File: src/rtl/mem_bus_debug_bridge.sv
`default_nettype none
// ============================================================================
// Module      : mem_bus_debug_bridge
// Description : UART-byte-driven initiator on the mem_valid/mem_ready bus.
//               It issues one 32-bit read or write per command and returns
//               the result as bytes.
// Revision    : 1.0 - initial release
// ============================================================================
module mem_bus_debug_bridge #(
    parameter int TIMEOUT = 1024,
    parameter int TO_W    = 10
) (
    input  logic        clk,
    input  logic        rst,
    input  logic [7:0]  rx_data,
    input  logic        rx_valid,
    output logic [7:0]  tx_data,
    output logic        tx_valid,
    input  logic        tx_ready,
    output logic        mem_valid,
    input  logic        mem_ready,
    output logic [31:0] mem_addr,
    input  logic [31:0] mem_rdata,
    output logic [31:0] mem_wdata,
    output logic [3:0]  mem_wstrb,
    output logic        busy,
    output logic        overrun
);

    localparam logic [2:0] c_st_idle = 3'd0;
    localparam logic [2:0] c_st_addr = 3'd1;
    localparam logic [2:0] c_st_data = 3'd2;
    localparam logic [2:0] c_st_bus  = 3'd3;
    localparam logic [2:0] c_st_resp = 3'd4;

    localparam logic [7:0] c_op_read  = 8'h01;
    localparam logic [7:0] c_op_write = 8'h02;
    localparam logic [7:0] c_rsp_err  = 8'hEE;
    localparam logic [7:0] c_rsp_ok   = 8'hAA;

    localparam logic [TO_W-1:0] c_to_last = TO_W'(TIMEOUT - 1);

    logic [2:0]      r_state;
    logic            r_is_write;
    logic [1:0]      r_byte_cnt;
    logic [31:0]     r_addr;
    logic [31:0]     r_wdata;
    logic [3:0]      r_wstrb;
    logic            r_mem_valid;
    logic [TO_W-1:0] r_to_cnt;
    logic [31:0]     r_resp;
    logic [2:0]      r_resp_left;
    logic            r_tx_valid;
    logic            r_overrun;
    logic            w_last_byte;

    assign w_last_byte = (r_byte_cnt == 2'd3);

    assign mem_valid = r_mem_valid;
    assign mem_addr  = r_addr;
    assign mem_wdata = r_wdata;
    assign mem_wstrb = r_wstrb;
    assign tx_valid  = r_tx_valid;
    assign tx_data   = r_resp[31:24];
    assign busy      = (r_state != c_st_idle);
    assign overrun   = r_overrun;

    always_ff @(posedge clk) begin
        if (rst) begin
            r_state     <= c_st_idle;
            r_is_write  <= 1'b0;
            r_byte_cnt  <= 2'd0;
            r_addr      <= 32'h0;
            r_wdata     <= 32'h0;
            r_wstrb     <= 4'h0;
            r_mem_valid <= 1'b0;
            r_to_cnt    <= '0;
            r_resp      <= 32'h0;
            r_resp_left <= 3'd0;
            r_tx_valid  <= 1'b0;
            r_overrun   <= 1'b0;
        end else begin
            if (rx_valid && (r_state == c_st_bus || r_state == c_st_resp)) begin
                r_overrun <= 1'b1;
            end

            case (r_state)
                c_st_idle: begin
                    if (rx_valid) begin
                        if (rx_data == c_op_read || rx_data == c_op_write) begin
                            r_is_write <= (rx_data == c_op_write);
                            r_byte_cnt <= 2'd0;
                            r_state    <= c_st_addr;
                        end else begin
                            r_resp      <= {c_rsp_err, 24'h0};
                            r_resp_left <= 3'd1;
                            r_tx_valid  <= 1'b1;
                            r_state     <= c_st_resp;
                        end
                    end
                end

                c_st_addr: begin
                    if (rx_valid) begin
                        r_byte_cnt <= r_byte_cnt + 2'd1;
                        if (w_last_byte) begin
                            // Word alignment is applied as the final address byte lands.
                            r_addr <= {r_addr[23:0], rx_data[7:2], 2'b00};
                            if (r_is_write) begin
                                r_state <= c_st_data;
                            end else begin
                                r_wstrb     <= 4'h0;
                                r_mem_valid <= 1'b1;
                                r_to_cnt    <= '0;
                                r_state     <= c_st_bus;
                            end
                        end else begin
                            r_addr <= {r_addr[23:0], rx_data};
                        end
                    end
                end

                c_st_data: begin
                    if (rx_valid) begin
                        r_byte_cnt <= r_byte_cnt + 2'd1;
                        r_wdata    <= {r_wdata[23:0], rx_data};
                        if (w_last_byte) begin
                            r_wstrb     <= 4'hF;
                            r_mem_valid <= 1'b1;
                            r_to_cnt    <= '0;
                            r_state     <= c_st_bus;
                        end
                    end
                end

                c_st_bus: begin
                    // A completion wins over a timeout landing in the same cycle.
                    if (mem_ready && r_mem_valid) begin
                        r_mem_valid <= 1'b0;
                        r_wstrb     <= 4'h0;
                        r_tx_valid  <= 1'b1;
                        r_state     <= c_st_resp;
                        if (r_is_write) begin
                            r_resp      <= {c_rsp_ok, 24'h0};
                            r_resp_left <= 3'd1;
                        end else begin
                            r_resp      <= mem_rdata;
                            r_resp_left <= 3'd4;
                        end
                    end else if (r_to_cnt == c_to_last) begin
                        r_mem_valid <= 1'b0;
                        r_wstrb     <= 4'h0;
                        r_resp      <= {c_rsp_err, 24'h0};
                        r_resp_left <= 3'd1;
                        r_tx_valid  <= 1'b1;
                        r_state     <= c_st_resp;
                    end else begin
                        r_to_cnt <= r_to_cnt + 1'b1;
                    end
                end

                c_st_resp: begin
                    if (r_tx_valid && tx_ready) begin
                        if (r_resp_left == 3'd1) begin
                            r_tx_valid <= 1'b0;
                            r_state    <= c_st_idle;
                        end else begin
                            r_resp      <= {r_resp[23:0], 8'h0};
                            r_resp_left <= r_resp_left - 3'd1;
                        end
                    end
                end

                default: r_state <= c_st_idle;
            endcase
        end
    end

endmodule
`default_nettype wire

File: config.mk
export PLATFORM = sky130hd
export DESIGN_NAME = mem_bus_debug_bridge
export DESIGN_NICKNAME = d
export VERILOG_FILES = /design/src/rtl/mem_bus_debug_bridge.sv
export SDC_FILE = /design/constraint.sdc
export NUM_CORES = 1
export LEC_CHECK = 0
export ABC_AREA = 1
export CAP_MARGIN = 15
export CELL_PAD_IN_SITES_DETAIL_PLACEMENT = 1
export CELL_PAD_IN_SITES_GLOBAL_PLACEMENT = 1
export CORE_MARGIN = 4
export CORE_UTILIZATION = 35
export DETAILED_ROUTE_END_ITERATION = 10
export PLACE_DENSITY = 0.85
export SLEW_MARGIN = 5
export SYNTH_ARGS = -nofsm -noshare
export SYNTH_HDL_FRONTEND = slang
export SYNTH_SLANG_ARGS = --single-unit
File: constraint.sdc
create_clock -name clk -period 1.8 [get_ports clk]
set_input_delay 0.27 -clock clk [delete_from_list [all_inputs] [get_ports clk]]
set_output_delay 0.27 -clock clk [all_outputs]
set_load 0.05 [all_outputs]
; Word level (Yosys, flattened, before mapping)
; Index checks and enable logic that the tools add are counted.
; W data, S select, Z words.
[word_totals]
ramBits = 0
n_memories = 0
latchBits = 0
out_inout_bits = 80
inputBits = 45
elab_cells = 123
rom_bits = 0
regBits = 122
[op_classes]
n_div = 0
addsub = 3
shifts = 0
bitwise_logic = 0
n_lt_le_gt_ge = 0
n_eq_ne = 24
n_reduce_logical = 20
multipliers = 0
mux = 64
[ops]
columns = operator, count
row1 = $mux W32, 7
row2 = $pmux W32 S3, 1
row3 = $mux W10, 7
row4 = $mux W3, 17
row5 = $pmux W10 S3, 1
row6 = $mux W4, 7
row7 = $ne A2 B2 Y1 const B, 11
row8 = $reduce_and A8 Y1, 2
row9 = $pmux W3 S5, 1
row10 = $mux W1, 14
row11 = $pmux W4 S3, 1
row12 = $reduce_and A6 Y1, 2
row13 = $add A10 B1 Y10 const B, 1
row14 = $eq A10 B10 Y1 const B, 1
row15 = $pmux W3 S3, 1
row16 = $reduce_bool A3 Y1, 3
row17 = $eq A8 B1 Y1 const B, 1
row18 = $eq A8 B2 Y1 const B, 1
row19 = $mux W2, 4
row20 = $reduce_and A7 Y1, 1
row21 = $eq A3 B1 Y1 const B, 2
row22 = $eq A3 B2 Y1 const B, 2
row23 = $ne A2 B1 Y1 const B, 3
row24 = $pmux W1 S3, 2
row25 = 14 further kinds, 18

; Logic depth before layout (Yosys ltp)
[depth]
depth_word = 5
depth_mapped = 11
mapped_depth_nobuf = 11

; Worst setup path after synthesis
; Ideal clock, no wire load.
[synth_timing]
kind = register to register
from = register r_state[2]
to = register r_resp[8]
arrival_time_ns = 1.678
period_less_slack_ns = 1.791
stages_incl_launch_ff = 10
slack_ns = 0.009
n_path_buf = 1
required_ns = 1.687
setup_time_ns = 0.113
path_cell_list = dfxtp_1 > nor2_2 > nand2_1 > nand3_1 > nand2_2 > nor2_8 > buf_6 > nand2_1 > nand2_1 > nor2_1
[synth_between]
elab_chain_len = 3
word_cells_on_any_way = 11
cone_classes = eq/ne: 7 / mux: 1 / reduce/logical: 3
[synth_lines]
columns = item, line
row1 = from (decl), 43  ; logic [2:0] r_state;
row2 = from (signal assigned), 70  ; r_state <= c_st_idle;
row3 = from (signal assigned), 93  ; r_state <= c_st_addr;
row4 = from (signal assigned), 98  ; r_state <= c_st_resp;
row5 = "$eq A3 B2 Y1, or another cell as far along", 87  ; case (r_state)
row6 = "$ne A3 B1 Y1 (no source line), or another cell as far along", n/a
row7 = $reduce_and A6 Y1 (no source line), n/a
row8 = to (signal assigned), 95  ; r_resp <= {c_rsp_err, 24'h0};
row9 = to (signal assigned), 144  ; r_resp <= {c_rsp_ok, 24'h0};
row10 = to (signal assigned), 147  ; r_resp <= mem_rdata;
row11 = to (decl), 51  ; logic [31:0] r_resp;
; Several ways; a longest one is shown, not always the timed one.
; A chain may end at the register's enable or synchronous reset.

; Worst setup path in the final report
[layout_timing]
from = register r_to_cnt[1]
to = register r_resp[14]
[layout_between]
elab_chain_len = 3
[layout_lines]
columns = item, line
row1 = from (decl), 50  ; logic [TO_W-1:0] r_to_cnt;
row2 = from (signal assigned), 158  ; r_to_cnt <= r_to_cnt + 1'b1;
row3 = $eq A10 B10 Y1, 150  ; end else if (r_to_cnt == c_to_last) begin
row4 = $ne A3 B1 Y1 (no source line), n/a
row5 = $reduce_and A6 Y1 (no source line), n/a
row6 = to (signal assigned), 144
row7 = to (signal assigned), 147
row8 = to (signal assigned), 153  ; r_resp <= {c_rsp_err, 24'h0};
; Every way passes these cells.

==> out/metrics.cfg <==
[logic_synthesis]
synth_cell_type_count=35
yosysWarningCount=0
synth_most_common_cell=nor2_1
syn_area_um2=5190
synth_edf_count=0
syn_nets=781
ys_ff_latch=119
synth.top_cells.by_area=dfxtp_1 (46%), nor2_1 (16%), nand2_1 (10%), o21ai_0 (6.7%), a22oi_1 (2.6%)
yosys.area.top_type=dfxtp_1
synthCells=732
async_flop_share_pct=0
ys.flop_type=dfxtp_1
yosysTopAreaCellShare_pct=45.9
synthTopCellsByCount=nor2_1 (220), nand2_1 (139), dfxtp_1 (119)
synth.yosys.seq_area_share_pct=45.9
syn_avg_cell_area_um2=7.09

[routing]
top_layer=met4
met2_length_um=9570
met3_length_um=881
met1Wirelength_um=7150
drt_first_pass_iters=4
ant_nets=0
wl_per_cell_um=16.3
viasPerCell=4.90
routed_wirelength_um=17900
drc_errors=0
drt_iter0_markers=231
vias=5363

[final_layout]
antenna_cells=0
fin_cells=1094
area_growth_pct=44.5
finalNetCount=946
drive_above_1_share_pct=19.1

[pwr]
p_int_uw=5680
ir_worst_vdd_mv=0.694
p_per_area_nw_per_um2=1130
comb_power_share_pct=26.1
p_sw_uw=2790
pwr-share-clk_pct=37.9
p_leak_uw=0.00349
power_frac_seq_pct=36.0
p_sw_share_pct=33.0

[grt]
grt_pass1_vias=5731
grt_pass1_wl_um=28500
globalRoute.totalOverflow=0
antenna_found_initial=0
grt_usage_pct=21.5
grt_max_degree=52

[floorplanning]
io_pins=125
rows=44
coreArea_um2=14500
die_w_um=130
dieArea_um2=16800
initial_core_util_pct=35.7
fp.dieH_um=130

[timing]
min_period_ns=1.72
setup_viol_count_final=0
hold_viol=0
finClkSkew_ns=0.00888
finalMaxSlewViolations=0
max_slew.worst_pin.slew_ns=0.519
fmax_mhz=580
tns_ns=0
worst_hold_slack_ns=0.467
slew-limit-headroom_pct=65.5
period_share_pct=95.8

[clock_network]
htree_levels=4
hold_buffers=0
cts_tree=done
clockRootBuffer=clkbuf_16
clk_path_buf_depth=2
path_clk_slew_ns=0.06
cts_buffers=17
clock-sinks=119
clk_latency_ns=0.43

[place]
hpwl_um=11300
dp.cells=1048
gp_congestion=0.802
port_buffers=124

[run]
maxCapViolCount=0

[worst_setup_path]
arrival_ns=2.08
setup.worst_path.class=flop to flop
cp_max_fo=6
required_ns=2.15
worst_setup_path_end_kind=flop
startpoint_type=flop

[hold_path]
min_path_type=input port to flop

[run_status]
status=finished, final reports clean

## metrics by stage
step	setup WS, ns	instance area (µm²)	total power (µW)	utilization (%)
global placement	-0.386	6770	4850	46.6
detailed placement	-0.428	6770	4930	46.6
finish	0.0762	7500	8470	51.6
floorplan	0.00908	5190	4460	-
global route	-0.0252	7500	8910	51.6
CTS	0.00197	7390	8390	50.9
## cell families after synthesis
family	share of synthesized area [%]
AOI/OAI and AO/OA	12.9
adders and majority gates	0.964
and+or+nand+nor	32.2
DFF	45.9
buffers and inverters	7.52
xor gates and xnor gates	0.506
## worst max-delay path: stages (launching register included)
cell	delay [ns]
dfxtp_2	0.35
ha_4	0.14
nand2_2	0.09
nor2_4	0.13
nand3_4	0.10
nand2_4	0.09
nand3_4	0.10
buf_12	0.16
nor2_4	0.18
buf_6	0.15
nor2_1	0.04
nor2_1	0.12
## state kept, by name (all words and copies together), names as in the netlist
name,cells
mem_wdata,32
r_byte_cnt,2
mem_wstrb,1
r_resp,32
overrun,1
mem_addr,32
mem_valid,1
r_to_cnt,10
r_is_write,1
tx_valid,1
r_state,3
r_resp_left,3
## final timing paths
path | slack [ns] | depth (start not counted) | start | endpoint
min | 0.47 | 5 | mem_rdata[4] | r_resp[4]
max reg2reg | 0.08 | 11 | r_to_cnt[1] | r_resp[14]
max | 0.08 | 11 | r_to_cnt[1] | r_resp[14]
min reg2reg | 0.48 | 2 | r_resp[24] | r_resp[24]
## area by class of cell
class	count	area, µm²
Clock buffer	18	429
Fill cell	1842	7030
Timing Repair Buffer	190	1690
Inverter	30	113
Tap cell	184	230
Clock inverter	14	126
Sequential cell	119	2390
Multi-Input combinational cell	539	2520
## power groups by stage
| stage | Clock (µW) | Combinational [µW] | Sequential [µW] |
|---|---|---|---|
| finish | 3210 | 2210 | 3050 |
| global route | 3400 | 2430 | 3080 |
| CTS | 3280 | 2060 | 3040 |
| detailed placement | 0 | 1830 | 3100 |
| global placement | 0 | 1780 | 3080 |
| floorplan | 0 | 1350 | 3100 |
## what timing repair did
| item | in CTS | in global routing |
|---|---|---|
| gates cloned | 3 | 1 |
| setup endpoints to repair | 72 | 50 |
| hold endpoints to repair | 0 | 0 |
| gates resized for setup | 44 | 21 |
| buffers inserted | 8 | 2 |
| pin swaps | 4 | 6 |
## placed cells by master (no fill, tap or decap), types with 2 or more instances in the layout
cell             instances
nand3_4                  2
inv_1                   25
dfxtp_2                  4
clkinv_2                 4
a22oi_1                 18
nor2_2                   8
or2_2                    2
nand2_2                  4
clkbuf_16               17
nor2_4                   6
nand2_1                136
ha_1                     3
clkdlybuf4s50_1         44
o22ai_1                  2
dfxtp_1                115
clkinvlp_4               4
a21oi_1                 21
buf_6                    4
buf_4                   94
xor2_1                   2
nor3_1                   2
inv_6                    3
o21ai_0                 68
nand3_1                 27
inv_2                    5
buf_12                   7
o22a_1                   2
nor2_1                 215
dlygate4sd2_1           41
nand2_4                  2
nor3b_1                  2
o21bai_1                 6
## layer usage
layer	vias up	GRT usage, %
met5	-	0
met1	2581	23.9
met4	0	6.60
met2	101	38.9
met3	18	7.04
li1	2663	-
Note: power is estimated with default switching activity, not from simulation.
